`src/rtl/multiplier_pad_table.sv`:
```
`default_nettype none
// ============================================================================
//  Module   : multiplier_pad_table
//  Purpose  : Eight-slot landing-pad table (X/Y centre + 3-bit multiplier).
//             Feeds the PosX_n/PosY_n inputs of the multiplier sprite renderers
//             and, on a touchdown pulse, runs a one-slot-per-cycle scan to
//             find the pad under the lander and report its multiplier.
//  Ports    : Clk, Reset (async, active-high)
//             wr_en/wr_idx/wr_x/wr_y/wr_mult : slot write port (mult 0 = empty)
//             clear                          : invalidate all slots
//             touchdown/LanderX/LanderY      : scan request
//             PosX_n/PosY_n/Mult_n (n=0..7)  : slot contents to renderers
//             busy, result_valid, result_hit, result_idx, result_mult
//             blink_on                       : sprite blink phase
//  Options  : define MULT_BLINK_EN to enable the sprite blink counter
//             (BLINK_PERIOD+1 cycles per phase); otherwise blink_on = 1.
//  Revision : 1.0  initial release
// ============================================================================
module multiplier_pad_table #(
    parameter int          HALF_W       = 7,
    parameter int          TOL_Y        = 8,
    parameter int unsigned BLINK_PERIOD = 50000000
) (
    input  logic        Clk,
    input  logic        Reset,
    input  logic        wr_en,
    input  logic [2:0]  wr_idx,
    input  logic [15:0] wr_x,
    input  logic [15:0] wr_y,
    input  logic [2:0]  wr_mult,
    input  logic        clear,
    input  logic        touchdown,
    input  logic [15:0] LanderX,
    input  logic [15:0] LanderY,
    output logic [15:0] PosX_0, PosX_1, PosX_2, PosX_3,
    output logic [15:0] PosX_4, PosX_5, PosX_6, PosX_7,
    output logic [15:0] PosY_0, PosY_1, PosY_2, PosY_3,
    output logic [15:0] PosY_4, PosY_5, PosY_6, PosY_7,
    output logic [2:0]  Mult_0, Mult_1, Mult_2, Mult_3,
    output logic [2:0]  Mult_4, Mult_5, Mult_6, Mult_7,
    output logic        busy,
    output logic        result_valid,
    output logic        result_hit,
    output logic [2:0]  result_idx,
    output logic [2:0]  result_mult,
    output logic        blink_on
);

    typedef enum logic [1:0] {
        S_IDLE = 2'd0,
        S_SCAN = 2'd1,
        S_DONE = 2'd2
    } state_t;

    state_t      r_state, w_state_nxt;
    logic [15:0] r_x    [8];
    logic [15:0] r_y    [8];
    logic [2:0]  r_mult [8];
    logic [15:0] w_pos_x [8];
    logic [15:0] w_pos_y [8];
    logic [15:0] r_lx, r_ly;
    logic [2:0]  r_idx;
    logic        r_hit;
    logic [2:0]  r_res_idx, r_res_mult;
    logic        w_blink;

    // ------------------------------------------------------------------
    // Slot storage. A write to a slot takes priority over clear, so a
    // clear+write cycle leaves only the written slot populated.
    // ------------------------------------------------------------------
    generate
        for (genvar i = 0; i < 8; i++) begin : g_slot
            always_ff @(posedge Clk or posedge Reset) begin
                if (Reset) begin
                    r_x[i]    <= '0;
                    r_y[i]    <= '0;
                    r_mult[i] <= '0;
                end else if (wr_en && (wr_idx == 3'(i))) begin
                    r_x[i]    <= wr_x;
                    r_y[i]    <= wr_y;
                    r_mult[i] <= wr_mult;
                end else if (clear) begin
                    r_mult[i] <= '0;
                end
            end

            // Empty (or blinked-off) slots park at 16'hFFFF, far outside the
            // renderers' 10-bit draw window.
            assign w_pos_x[i] = ((r_mult[i] != 3'd0) && w_blink) ? r_x[i] : 16'hFFFF;
            assign w_pos_y[i] = ((r_mult[i] != 3'd0) && w_blink) ? r_y[i] : 16'hFFFF;
        end
    endgenerate

    assign PosX_0 = w_pos_x[0];  assign PosY_0 = w_pos_y[0];  assign Mult_0 = r_mult[0];
    assign PosX_1 = w_pos_x[1];  assign PosY_1 = w_pos_y[1];  assign Mult_1 = r_mult[1];
    assign PosX_2 = w_pos_x[2];  assign PosY_2 = w_pos_y[2];  assign Mult_2 = r_mult[2];
    assign PosX_3 = w_pos_x[3];  assign PosY_3 = w_pos_y[3];  assign Mult_3 = r_mult[3];
    assign PosX_4 = w_pos_x[4];  assign PosY_4 = w_pos_y[4];  assign Mult_4 = r_mult[4];
    assign PosX_5 = w_pos_x[5];  assign PosY_5 = w_pos_y[5];  assign Mult_5 = r_mult[5];
    assign PosX_6 = w_pos_x[6];  assign PosY_6 = w_pos_y[6];  assign Mult_6 = r_mult[6];
    assign PosX_7 = w_pos_x[7];  assign PosY_7 = w_pos_y[7];  assign Mult_7 = r_mult[7];

    // ------------------------------------------------------------------
    // Hit test on the slot currently addressed by the scan index. The
    // zero-extended 17-bit difference cannot wrap, so a lander at 65535
    // never matches a pad at 0.
    // ------------------------------------------------------------------
    logic signed [16:0] w_dx, w_dy;
    logic        [16:0] w_adx, w_ady;
    logic               w_hit;

    assign w_dx  = signed'({1'b0, r_lx}) - signed'({1'b0, r_x[r_idx]});
    assign w_dy  = signed'({1'b0, r_ly}) - signed'({1'b0, r_y[r_idx]});
    assign w_adx = w_dx[16] ? 17'(-w_dx) : 17'(w_dx);
    assign w_ady = w_dy[16] ? 17'(-w_dy) : 17'(w_dy);
    assign w_hit = (r_mult[r_idx] != 3'd0) && (w_adx <= 17'(HALF_W)) && (w_ady <= 17'(TOL_Y));

    // ------------------------------------------------------------------
    // Scan FSM
    // ------------------------------------------------------------------
    always_ff @(posedge Clk or posedge Reset) begin
        if (Reset) begin
            r_state <= S_IDLE;
        end else begin
            r_state <= w_state_nxt;
        end
    end

    always_comb begin
        w_state_nxt = r_state;
        case (r_state)
            S_IDLE:  if (touchdown) w_state_nxt = S_SCAN;
            S_SCAN:  if (w_hit || (r_idx == 3'd7)) w_state_nxt = S_DONE;
            S_DONE:  w_state_nxt = S_IDLE;
            default: w_state_nxt = S_IDLE;
        endcase
    end

    always_ff @(posedge Clk or posedge Reset) begin
        if (Reset) begin
            r_lx       <= '0;
            r_ly       <= '0;
            r_idx      <= '0;
            r_hit      <= 1'b0;
            r_res_idx  <= '0;
            r_res_mult <= 3'd1;
        end else begin
            if ((r_state == S_IDLE) && touchdown) begin
                r_lx  <= LanderX;
                r_ly  <= LanderY;
                r_idx <= '0;
            end else if (r_state == S_SCAN) begin
                if (w_hit) begin
                    r_hit      <= 1'b1;
                    r_res_idx  <= r_idx;
                    r_res_mult <= r_mult[r_idx];
                end else if (r_idx == 3'd7) begin
                    r_hit      <= 1'b0;
                    r_res_idx  <= '0;
                    r_res_mult <= 3'd1;
                end else begin
                    r_idx <= r_idx + 3'd1;
                end
            end
        end
    end

    assign busy         = (r_state == S_SCAN);
    assign result_valid = (r_state == S_DONE);
    assign result_hit   = r_hit;
    assign result_idx   = r_res_idx;
    assign result_mult  = r_res_mult;

    // ------------------------------------------------------------------
    // Sprite blink
    // ------------------------------------------------------------------
`ifdef MULT_BLINK_EN
    logic [31:0] r_blink_cnt;
    logic        r_blink;

    always_ff @(posedge Clk or posedge Reset) begin
        if (Reset) begin
            r_blink_cnt <= '0;
            r_blink     <= 1'b1;
        end else if (r_blink_cnt == 32'(BLINK_PERIOD)) begin
            r_blink_cnt <= '0;
            r_blink     <= ~r_blink;
        end else begin
            r_blink_cnt <= r_blink_cnt + 32'd1;
        end
    end

    assign w_blink = r_blink;
`else
    assign w_blink = 1'b1;
`endif

    assign blink_on = w_blink;

endmodule
`default_nettype wire

```
`config.mk`:
```
export PLATFORM = sky130hd
export DESIGN_NAME = multiplier_pad_table
export DESIGN_NICKNAME = d
export VERILOG_FILES = /design/src/rtl/multiplier_pad_table.sv
export SDC_FILE = /design/constraint.sdc
export NUM_CORES = 1
export LEC_CHECK = 0
export ABC_AREA = 1
export ABC_CLOCK_PERIOD_IN_PS = 23200
export CORE_UTILIZATION = 30
export DETAILED_ROUTE_END_ITERATION = 8
export REMOVE_ABC_BUFFERS = 1
export SYNTH_ARGS = -nofsm -noshare
export SYNTH_HDL_FRONTEND = slang
export SYNTH_SLANG_ARGS = --single-unit
```
`constraint.sdc`:
```
create_clock -name Clk -period 23.2 [get_ports Clk]
set_clock_uncertainty 0.15 [all_clocks]
set_input_delay 4.64 -clock Clk [delete_from_list [all_inputs] [get_ports Clk]]
set_output_delay 4.64 -clock Clk [all_outputs]
set_load 0.05 [all_outputs]
```
==> qor.csv <==
stage,metric,value,unit
status,outcome,completed,
placement,io_buffers,363,
synth,yosysTopAreaCellShare,41.8,%
worst_setup_path,required,18410,ps
placement,dpl-instance-area,23700,sq um
synth,synth_edf_count,0,
grt,antenna_found_initial,2,
sta,slew-limit-headroom,25.5,%
grt,gr-usage-all-layers,22.9,%
route,drc,0,
sta,max_freq,125,MHz
cells_and_area,final_cell_mix,"866 x nand2_1, 444 x inv_1, 398 x o21ai_0",
cells_and_area,fin_cells,3962,
grt,grt_pass1_vias,18600,
cells_and_area,stdcell_area,25100,sq um
grt,grt_start_max_net_pins,162,
route,wl_per_cell,19.2,um
floorplanning,fp-row-count,92,
clock_network,numClockSinks,324,
clock_network,cts-root-buf,clkbuf_16,
cells_and_area,regArea,8120,sq um
worst_setup_path,cp-end-kind,primary output,
synth,yosysWarnings,0,
pwr,p_per_area,162,nW/um^2
synth,synth.avg_cell_area,6.90,sq um
floorplanning,fp.dieH,256,um
clock_network,cts_tree,done,
sta,min_period,8000,ps
synth,synth-seq-cells,324,
placement,placed_cells,3890,
sta,timing.final.crit_share,34.5,%
synth,async_flop_share,100,%
synth,syn_area,19300,sq um
route,viasPerCell,4.90,
clock_network,post_cts_buffers,0,
cells_and_area,multiInputGateArea,9010,sq um
job,cap_violations,0,
sta,setup_viol,0,
clock_network,post_cts_resized,0,
synth,ys.flop_type,dfrtp_1,
sta,slew_violations,0,
cells_and_area,drive_above_1_share,5.55,%
cells_and_area,fillers,6678,
cells_and_area,final_common_cell,nand2_1,
synth,ys_types,43,
clock_network,htreeDepth,2,
route,drt-total-wl,76.3,mm
floorplanning,io_pins,365,
placement,place_ws,15730,ps
grt,grt_first_pass_wirelength,116,mm
placement,hpwl,52.5,mm
synth,synth_area_leader_cell,dfrtp_1,
floorplanning,start_util,30.5,%
sta,hold_viol_final,0,
synth,synth_area_leaders,"dfrtp_1 42%, nand2_1 17%, o21ai_0 10%",
worst_setup_path,arrival,3210,ps
clock_network,clock_path_buffers,3,
route,vias,19400,
clock_network,clock_latency,570,ps
cells_and_area,nNetsFinal,3198,
sta,worst_slew_pin_slew,1120,ps
synth,synthCells,2802,
clock_network,holdBufCountCts,0,
pwr,ir_drop,0.0000909,V
sta,rsz0062_at_grt,false,
route,drtAntennaViolNets,0,
cells_and_area,final_core_util,39.6,%
grt,grt_overflow,0,
clock_network,cts_inserted_buffers,40,
clock_network,clk_pin_slew,60,ps
floorplanning,dieArea,65400,sq um
synth,ys_seq_area_share,42.0,%
placement,gp_congestion,0.921,
route,first_pass_iters,5,
pwr,p_leak,12.0,nW
sta,finalWorstSetupSlack,15200,ps
worst_setup_path,start_kind,flop,
cells_and_area,syn_to_final_growth,29.7,%
floorplanning,coreArea,63300,sq um
route,drt_first_iter_violations,1661,
min_path,hold_path_class,flop to flop,
sta,setup_tns,0,ps
worst_setup_path,crit_type,flop to primary output,
floorplanning,die_x,256,um
worst_setup_path,critPathMaxFanout,32,
synth_stat cells (7+ instances only):
master,n
clkbuf_1,113
buf_1,20
ha_1,35
dfrtp_1,323
nand3b_1,9
inv_1,447
nand3_1,183
nand2_2,10
o21ai_0,398
a21oi_1,160
mux2_2,29
buf_2,7
o22ai_1,24
nand4_1,18
nand2_1,873
xor2_1,9
nor2_1,85
area by class of cell:
class	instances	area share (%)
multi-input cells	1880	35.9
repair buffers	387	15.3
well taps	846	4.22
inverters	453	6.83
flip-flops and latches	324	32.4
clock inverters	12	0.509
clock buffers	59	4.80
diodes	1	0.00999
flip-flops by register name, summed over array words and instances, names as in the netlist:
register	count
r_state	2
r_x	128
r_idx	3
Mult_2	3
result_idx	3
result_mult	3
result_hit	1
Mult_5	3
Mult_7	3
r_ly	16
r_lx	16
r_y	128
Mult_1	3
Mult_3	3
Mult_4	3
Mult_6	3
Mult_0	3
cells by family after synthesis:
kind of cell	count (synthesis)	share of synthesized area, %
compound gates	601	16.0
xor+xnor	13	0.745
fa+ha+maj	37	2.47
buf+inv	598	11.8
flops	324	42.0
mux	29	1.69
other cells	1	0.0194
simple gates	1199	25.3
critical path, cell delays in order, from the launching register on:
cell and delay (ps):
dfrtp_1 370, inv_1 110, nand3_2 850, nand2_1 450, clkdlybuf4s50_1 870
path summary, 6_finish.rpt:
path	start	endpoint	slack (ps)	cells after the start
max	Mult_7[2]	PosX_7[15]	15200	4
min	result_mult[0]	result_mult[0]	320	2
max reg2reg	r_idx[0]	result_mult[2]	16940	26
min reg2reg	result_mult[0]	result_mult[0]	320	2
max in group asynchronous	Reset	r_idx[1]	16910	3
min in group asynchronous	Reset	r_x[68]	4440	2
through the flow:
step | hold slack [ps] | total power, mW
global placement | 307 | 3.38
floorplan | 303 | 2.68
finish | 320 | 4.06
global route | 336 | 4.43
detailed placement | 315 | 3.40
CTS | 325 | 4.06
metal layers:
metal  wire [um]  part of all wire (%)  up-vias  GRT usage [%]
met3        3540                   4.6       90           2.66
li1            -                     -     9415              -
met5           0                     0        -              0
met2       36000                    47      568           38.0
met1       35000                    46     9347           31.5
met4        1680                   2.2        0           6.09
report_power, final:
part / switching, mW / leakage, nW / internal [mW]
clock: 0.264 / 0.658 / 0.382
combinational: 1.81 / 7.30 / 0.817
sequential: 0.105 / 4.06 / 0.687
(Power assumes the default switching activity.)
